`config.mk`:
```
export PLATFORM = sky130hd
export DESIGN_NAME = mul_sequencer
export DESIGN_NICKNAME = d
export VERILOG_FILES = /design/src/rtl/riscz_pkg.sv /design/src/rtl/booth_step.sv /design/src/rtl/mul_sequencer.sv
export SDC_FILE = /design/constraint.sdc
export NUM_CORES = 1
export LEC_CHECK = 0
export ABC_AREA = 1
export CAP_MARGIN = 10
export CORE_MARGIN = 10
export CORE_UTILIZATION = 50
export DETAILED_ROUTE_END_ITERATION = 8
export PLACE_DENSITY = 0.77
export SLEW_MARGIN = 20
export SYNTH_ARGS = -nofsm -noshare
export SYNTH_HDL_FRONTEND = slang
export SYNTH_SLANG_ARGS = --single-unit
```
`constraint.sdc`:
```
create_clock -name clk -period 2.4 [get_ports clk]
set_clock_uncertainty 0.05 [all_clocks]
set_input_delay 0.24 -clock clk [delete_from_list [all_inputs] [get_ports clk]]
set_output_delay 0.24 -clock clk [all_outputs]
set_load 0.02 [all_outputs]
```
`src/rtl/riscz_pkg.sv`:
```
// Shared types and constants for the RISC-Z execute-stage multiplier.
package riscz_pkg;

  localparam int MUL_WIDTH = 16;
  localparam int MUL_CNT_W = $clog2(MUL_WIDTH);

  typedef enum logic [1:0] {
    IDLE = 2'd0,
    CALC = 2'd1,
    DONE = 2'd2
  } mul_state_t;

  // Iteration counter width for a given operand width (never narrower than 1 bit).
  function automatic int cnt_width(input int w);
    return (w <= 1) ? 1 : $clog2(w);
  endfunction

endpackage

```
`src/rtl/booth_step.sv`:
```
// One radix-2 Booth iteration: conditional add/subtract of the multiplicand
// into the WIDTH+1-bit accumulator, then an arithmetic right shift of {A,Q,q-1}.
module booth_step #(
  parameter int WIDTH = 16
) (
  input  logic signed [WIDTH:0]   i_a,
  input  logic        [WIDTH-1:0] i_q,
  input  logic                    i_qm1,
  input  logic signed [WIDTH-1:0] i_m,
  output logic signed [WIDTH:0]   o_a,
  output logic        [WIDTH-1:0] o_q,
  output logic                    o_qm1
);

  logic signed [WIDTH:0] w_m_ext;
  logic signed [WIDTH:0] w_sum;

  // The extra accumulator bit keeps -2^(W-1) * -2^(W-1) from overflowing.
  assign w_m_ext = {i_m[WIDTH-1], i_m};

  // Booth recoding of the current bit pair selects add, subtract or pass.
  always_comb begin
    w_sum = i_a;
    case ({i_q[0], i_qm1})
      2'b01:   w_sum = i_a + w_m_ext;
      2'b10:   w_sum = i_a - w_m_ext;
      default: w_sum = i_a;
    endcase
  end

  assign o_a   = {w_sum[WIDTH], w_sum[WIDTH:1]};
  assign o_q   = {w_sum[0], i_q[WIDTH-1:1]};
  assign o_qm1 = i_q[0];

endmodule

```
`src/rtl/mul_sequencer.sv`:
```
// Multi-cycle signed WIDTHxWIDTH Booth multiplier: FSM, iteration counter and
// operand/product registers around a single combinational Booth step.
module mul_sequencer
  import riscz_pkg::*;
#(
  parameter int WIDTH = MUL_WIDTH
) (
  input  logic               clk,
  input  logic               reset_n,
  input  logic               enable,
  input  logic               clear,
  input  logic               start,
  input  logic [WIDTH-1:0]   a,
  input  logic [WIDTH-1:0]   b,
  output logic               busy,
  output logic               done,
  output logic [2*WIDTH-1:0] product
);

  localparam int CNT_W = cnt_width(WIDTH);
  localparam logic [CNT_W-1:0] CNT_LAST = CNT_W'(WIDTH - 1);

  mul_state_t r_state;
  mul_state_t w_next_state;

  logic        [CNT_W-1:0]   r_cnt;
  logic signed [WIDTH:0]     r_acc;
  logic        [WIDTH-1:0]   r_q;
  logic                      r_qm1;
  logic signed [WIDTH-1:0]   r_m;
  logic        [2*WIDTH-1:0] r_product;

  logic signed [WIDTH:0]     w_acc_nxt;
  logic        [WIDTH-1:0]   w_q_nxt;
  logic                      w_qm1_nxt;
  logic                      w_last;
  logic                      w_accept;

  booth_step #(
    .WIDTH (WIDTH)
  ) u_booth_step (
    .i_a   (r_acc),
    .i_q   (r_q),
    .i_qm1 (r_qm1),
    .i_m   (r_m),
    .o_a   (w_acc_nxt),
    .o_q   (w_q_nxt),
    .o_qm1 (w_qm1_nxt)
  );

  assign w_last   = (r_cnt == CNT_LAST);
  assign w_accept = !clear && enable && start && ((r_state == IDLE) || (r_state == DONE));

  // State register.
  always_ff @(posedge clk or negedge reset_n) begin
    if (!reset_n) begin
      r_state <= IDLE;
    end else begin
      r_state <= w_next_state;
    end
  end

  // Next-state logic: clear wins over everything, enable low freezes the FSM.
  always_comb begin
    w_next_state = r_state;
    if (clear) begin
      w_next_state = IDLE;
    end else if (enable) begin
      case (r_state)
        IDLE:    if (start) w_next_state = CALC;
        CALC:    if (w_last) w_next_state = DONE;
        DONE:    w_next_state = start ? CALC : IDLE;
        default: w_next_state = IDLE;
      endcase
    end
  end

  // Operand load, per-cycle Booth iteration, and product capture on the final step.
  always_ff @(posedge clk or negedge reset_n) begin
    if (!reset_n) begin
      r_cnt     <= '0;
      r_acc     <= '0;
      r_q       <= '0;
      r_qm1     <= 1'b0;
      r_m       <= '0;
      r_product <= '0;
    end else if (!clear && enable) begin
      if (w_accept) begin
        r_m   <= a;
        r_q   <= b;
        r_acc <= '0;
        r_qm1 <= 1'b0;
        r_cnt <= '0;
      end else if (r_state == CALC) begin
        r_acc <= w_acc_nxt;
        r_q   <= w_q_nxt;
        r_qm1 <= w_qm1_nxt;
        r_cnt <= r_cnt + CNT_W'(1);
        if (w_last) begin
          r_product <= {w_acc_nxt[WIDTH-1:0], w_q_nxt};
        end
      end
    end
  end

  assign busy    = (r_state == CALC);
  assign done    = (r_state == DONE);
  assign product = r_product;

endmodule
```
* After elaboration in Yosys (flattened, before gate mapping) *
Cells that the tools add are included.

operators by class
  $mul = 0
  equal/unequal tests = 7
  multiplexer cells = 15
  bitwise operators = 1
  shift operators = 0
  div/mod/pow operators = 0
  add/sub/neg operators = 3
  order comparisons = 0
  reductions and logical operators = 12

operators by type and width
  operator                                                                 count
  17-bit two-way mux                                                       2
  17-bit one-hot mux with 2 select lines                                   1
  16-bit two-way mux                                                       2
  17-bit by 16-bit adder with 17-bit output                                1
  17-bit by 16-bit subtractor with 17-bit output                           1
  2-bit two-way mux                                                        4
  4-bit two-way mux                                                        2
  2-bit one-hot mux with 3 select lines                                    1
  4-bit by 1-bit adder with 4-bit output, second input constant            1
  2-bit by 1-bit equality test with 1-bit output, second input constant    2
  2-bit equality test, second input constant                               2
  4-bit equality test, second input constant                               1
  2-bit AND reduction                                                      2
  4-bit AND reduction                                                      1
  2-bit nonzero test                                                       2
  1-bit logical AND                                                        3
  1-bit two-way mux                                                        3
  3-bit by 2-bit inequality test with 1-bit output, second input constant  1
  3-bit inequality test, second input constant                             1
  3-bit AND reduction                                                      1
  2-bit logical NOT                                                        1
  1-bit logical NOT                                                        1
  1-bit logical OR                                                         1
  1-bit NOT                                                                1

word-level totals
  memory bits (read-only) = 0
  memories = 0
  bits in latches = 0
  logic and storage cells = 45
  flip-flop bits (word level) = 88
  memory bits (writable) = 0
  output and inout bits = 34

* Logic depth before layout (Yosys ltp) *
  depth in word-level cells = 6
  mapped depth = 25
  gate-level depth less buffers = 24

* By module *
A second synthesis with hierarchy kept.

unflattened totals
  cells, all modules = 763
  area total of the unflattened synthesis = 5426.5 sq um

by module, submodules not included
  module         cells an instance  area each (sq um)  instances
  mul_sequencer  455                3772.4             1
  booth_step     308                1654.1             1

* Least setup slack after synthesis *
No wires, ideal clock.

  kind = reg-to-reg
  start = register r_qm1
  end = register r_acc[15]
  path slack = -0.211 ns
  arrival = 2.445 ns
  data required time = 2.233 ns
  clock period less this slack = 2.611 ns
  setup time = 0.117 ns
  path buffers = 1
  cell stages (with the launch flop) = 21
  cell sequence = dfrtp_1 > inv_1 > ha_1 > buf_2 > nor2_1 > nor2_2 > o21ai_2 > nor2_2 > nand2_1 > xor2_1 > inv_1 > ha_1 > nand2_1 > nor3_2 > a21oi_1 > nand2_1 > nand3_1 > nand2_1 > nand2_1 > nand2_1 > nand2_1

between the ends
  cells in the longest elaborated chain, start to end = 4
  elaborated cells between the ends (all ways) = 5
  those cells by class = eq/ne (2); mux (3)

ends and longest elaborated chain
  item                                                                                          line                 text
  start, declared                                                                               mul_sequencer.sv:29  logic r_qm1;
  start signal, assigned                                                                        mul_sequencer.sv:97  r_qm1 <= w_qm1_nxt;
  2-bit equality test / 2-bit by 1-bit equality test with 1-bit output (equally long branches)  booth_step.sv:24     case ({i_q[0], i_qm1})
  17-bit one-hot mux with 2 select lines (*)                                                    booth_step.sv:24
  17-bit two-way mux (*)                                                                        mul_sequencer.sv:94  end else if (r_state == CALC) begin
  17-bit two-way mux (*)                                                                        mul_sequencer.sv:88  if (w_accept) begin
  end signal, assigned                                                                          mul_sequencer.sv:95  r_acc <= w_acc_nxt;
  end, declared                                                                                 mul_sequencer.sv:27  logic signed [WIDTH:0] r_acc;

Mark *: on every way between the ends. The rest lies on a longest branch, timed or not. The select of a mux whose other input is x is not followed.
A chain may end at the register's enable or synchronous reset.

* Worst setup path after layout *
  start = register r_q[0]
  end = register r_acc[15]

between the ends
  cells in the longest elaborated chain, start to end = 4
  elaborated cells between the ends (all ways) = 5
  those cells by class = eq/ne (2); mux (3)

ends and longest elaborated chain
  item                                                                                          line                 text
  start, declared                                                                               mul_sequencer.sv:28  logic [WIDTH-1:0] r_q;
  start signal, assigned                                                                        mul_sequencer.sv:96  r_q <= w_q_nxt;
  2-bit equality test / 2-bit by 1-bit equality test with 1-bit output (equally long branches)  booth_step.sv:24
  17-bit one-hot mux with 2 select lines (*)                                                    booth_step.sv:24
  17-bit two-way mux (*)                                                                        mul_sequencer.sv:94
  17-bit two-way mux (*)                                                                        mul_sequencer.sv:88

Marked as above.

==> results.env <==
GRT.OVERFLOW.TOTAL=0
SYNTH.LIB_CELLS_USED.DISTINCT=47
SYNTH.CELL_AREA_UM2=4930
COMB_POWER_SHARE_PCT=63.1
POST_SYNTH_FA_HA_MAJ_AREA_FRACTION_PCT=5.23
SYN-INSTANCE-COUNT=612
LAYOUT_WORST_PATH_CYCLE_SHARE_PCT=112
TOTALWIRELENGTH_MM=14.1
SYNTH-SIMPLE-AREA-SHARE_PCT=24.2
IO_PINS=71
CTS_ROOT_BUFFER='sky130_fd_sc_hd__clkbuf_8'
SYNTH_SEQ_AREA_SHARE_PCT=44.2
POWER.NET_SWITCHING_mW=3.54
MAX_SLEW_MARGIN_PCT=67.4
HPWL_MM=9.88
SYNTH.AREA.MUX_SHARE_PCT=2.29
SYNTH_AREA_PER_CELL_UM2=8.05
FIRST_GLOBAL_VIAS=4788
HOLD_PATH_CLASS='in2async'
PLACEMENT.IO_BUFFERS=70
SYNTH.NET_COUNT=669
POST_ROUTE_CELLS_DRIVE_ABOVE_1_SHARE_PCT=28.2
FINALWEIGHTEDCONGESTION=0.874
SEQUENTIALPOWERSHARE_PCT=24.7
CTS.PATH.MAX_BUFFERS=2
N_FILL_CELL=723
WIRE_PER_INST_UM=15.8
CORE_AREA_UM2=9680
RUN_STATUS='finished with violations'
SETUP_VIOL=26
PRECTSSETUPSLACK_NS=-0.335
CTS_TREE='yes'
MOST_USED_CELLS_IN_THE_LAYOUT_EXCLUDING_FILL_AND_TAP_CELLS='sky130_fd_sc_hd__nand2_1 (143), sky130_fd_sc_hd__dfrtp_1 (86), sky130_fd_sc_hd__buf_4 (70)'
SYNTH-COMPOUND-AREA-SHARE_PCT=13.2
PLACE.DETAILED.INSTANCES=855
HIGHEST_SIGNAL_LAYER_IN_THE_ROUTED_DESIGN='met4'
CLK-INSERTION-DELAY-LATE_NS=0.37
TRITONCTS_NUM_SINKS=87
CP-END-KIND='flip-flop'
MAX_FREQ_MHz=372
N_ANTENNA_CELL=0
HTREEDEPTH=3
TOTALPOWERFINAL_mW=8.15
LAYOUT_CELLS_EXCL_FILL=888
POWER.DENSITY_nW_PER_UM2=1180
ROUTED-WL-MET2_MM=7.50
MET3ROUTEDLENGTH_UM=589
DETAIL_ROUTE.DRC_VIOLATIONS=0
SLEW_VIOLATIONS=0
POWER.SHARE.SWITCHING_PCT=43.4
SYNTH-XOR-AREA-SHARE_PCT=2.67
ANTENNA_FOUND_INITIAL=0
ROW_COUNT=36
NNETSFINAL=807
CTS_MADE_BUFFERS=9
DRT_FIRST_ITER_VIOLATIONS=250
FINALWORSTPATHREQUIREDPERIOD_NS=2.69
WL_MET1_MM=5.73
WORST_EP_ARRIVAL_TIME_NS=2.95
SYNTH_TOP_FAMILY_BY_AREA='simple AND/OR/NAND/NOR gates'
DRT_PASS1_ITERATIONS=5
GRT_PASS1_WL_MM=22.7
FINAL-HOLD-VIOLATION-COUNT=0
WORSTPATHREQUIRED_NS=2.66
POWER.INTERNAL_mW=4.61
POST-ROUTE-WORST-SETUP-SLACK_NS=-0.289
YOSYS_REGISTER_BITS=87
P_CLK_SHARE_PCT=12.2
WORST_SLEW_PIN_SLEW_NS=0.489
SYN2LAYOUT_AREA_GROWTH_PCT=40.0
INITIAL_CORE_UTIL_PCT=50.9
GRT_MAX_DEGREE=54
DIEAREA_UM2=14200
DIE_W_UM=119
CRITICAL_PATH_PEAK_FANOUT=6
ROUTE.VIAS.TOTAL=4631
CRIT_PATH_START_KIND='flip-flop'
DRV.MAX_CAP_VIOLATION_COUNT=0
CHIPHEIGHT_UM=119
MAX-VDD-IR-DROP_uV=630
FAILED_CHECKS='negative setup slack'
WORSTSETUPPATHTYPE='reg2reg'
LAYOUT_COMMONEST_CELL='sky130_fd_sc_hd__nand2_1'
GLOBAL_ROUTE.USAGE.TOTAL_PCT=19.5
RSZ0062_AT_GRT='true'
CLKSLEWWORSTSETUPHOLDPATHS_NS=0.09
TOTAL_LEAKAGE_POWER_nW=3.39
ANT_NETS=0
YOSYSWARNINGS=0
ROUTED_VIA_DENSITY=5.22
power groups by stage:
stage                     combinational [mW]  sequential [mW]  clock [mW]
after detailed placement                3.98             1.99           0
final                                   5.14             2.01       0.998
after global routing                    5.66             2.04        1.09
after global placement                  3.89             1.97           0
after CTS                               4.46             1.99        1.02
after floorplan                         2.50             1.93           0
critical path, stage by stage, from the launching register on:
cell and delay, ns:
sky130_fd_sc_hd__dfrtp_1 0.43, sky130_fd_sc_hd__ha_4 0.23, sky130_fd_sc_hd__a21oi_4 0.14, sky130_fd_sc_hd__nor2_4 0.07
sky130_fd_sc_hd__buf_4 0.13, sky130_fd_sc_hd__xnor2_1 0.15, sky130_fd_sc_hd__inv_1 0.10, sky130_fd_sc_hd__ha_4 0.30
sky130_fd_sc_hd__nand2_1 0.08, sky130_fd_sc_hd__nor2_1 0.13, sky130_fd_sc_hd__nand3_1 0.11, sky130_fd_sc_hd__nand2_2 0.12
sky130_fd_sc_hd__buf_4 0.12, sky130_fd_sc_hd__nand2_1 0.04, sky130_fd_sc_hd__nand2_1 0.06, sky130_fd_sc_hd__nand2_1 0.06
sky130_fd_sc_hd__nand3_1 0.08, sky130_fd_sc_hd__nand2_1 0.05, sky130_fd_sc_hd__nand2_1 0.08, sky130_fd_sc_hd__nand2_1 0.05
sky130_fd_sc_hd__nand2_1 0.06
state kept, by name, indices dropped and copies added, names as in the netlist:
signal / cells
product: 32
r_acc: 16
r_m: 16
r_q: 16
r_cnt: 4
r_state: 2
r_qm1: 1
per-layer routing:
layer	GRT usage, %	vias to the layer above
li1	-	2265
met1	21.8	2226
met2	35.1	119
met3	3.87	21
met4	8.55	0
met5	0	-
cell usage after synthesis (all sizes together):
| master | count | share of area (%) |
|---|---|---|
| nor2 | 47 | 4.2 |
| o21bai | 6 | 0.91 |
| buf | 16 | 2.2 |
| nand2 | 167 | 13 |
| nand3 | 43 | 4.5 |
| a21oi | 38 | 4.2 |
| and2 | 3 | 0.43 |
| nand3b | 1 | 0.15 |
| clkinv | 2 | 0.18 |
| mux2 | 10 | 2.3 |
| o21ai | 40 | 4.2 |
| a21o | 3 | 0.46 |
| or2 | 7 | 0.89 |
| xnor2 | 5 | 0.89 |
| a221oi | 2 | 0.48 |
| nor4 | 1 | 0.13 |
| inv | 73 | 5.7 |
| nand4 | 2 | 0.25 |
| ha | 19 | 4.8 |
| dfrtp | 87 | 44 |
| xor2 | 10 | 1.8 |
| nor3 | 3 | 0.41 |
| o22ai | 20 | 2.5 |
| a22o | 1 | 0.18 |
| clkbuf | 3 | 0.23 |
| a31oi | 2 | 0.25 |
| fa | 1 | 0.41 |
area by class of cell:
| cell class | count | area [um2] | area share [%] |
|---|---|---|---|
| flip-flops and latches | 87 | 2180 | 31.6 |
| repair buffers | 146 | 1300 | 18.9 |
| clock buffers | 10 | 138 | 2.00 |
| multi-input cells | 431 | 2770 | 40.1 |
| inverters | 75 | 293 | 4.24 |
| clock inverters | 6 | 53.8 | 0.780 |
| well taps | 133 | 166 | 2.41 |
stage by stage:
step	hold WS (ns)	TNS, ns	utilization, %	area, um2
global placement	0.176	-3.87	63.7	6170
finish	0.325	-4.90	71.2	6900
global route	0.362	-8.74	71.2	6900
detailed placement	0.190	-5.68	63.7	6170
CTS	0.326	-3.26	68.6	6640
floorplan	-0.106	-0.435	-	4980
timing repair:
action / 4_1_cts / 5_1_grt
buffers inserted: 5 / 11
setup endpoints to repair: 26 / 28
hold endpoints to repair: 34 / 0
gates resized for setup: 56 / 45
pin swaps: 41 / 8
hold buffers: 1 / 0
path summary, 6_finish.rpt:
kind	start	to	slack [ns]	depth (start not counted)
max	r_q[0]	r_acc[15]	-0.29	20
min	reset_n	r_m[12]	0.33	2
max reg2reg	r_q[0]	r_acc[15]	-0.29	20
min reg2reg	product[10]	product[10]	0.43	2
max in group asynchronous	reset_n	r_cnt[3]	1.35	3
min in group clk	a[14]	r_m[14]	0.39	3
cells by family after synthesis:
logic type / count (synthesis)
adders and majority gates: 20
DFF: 87
and+or+nand+nor: 274
xor gates and xnor gates: 15
AOI/OAI and AO/OA: 112
muxes: 10
buffers and inverters: 94
Note: power is estimated with default switching activity, not from simulation.
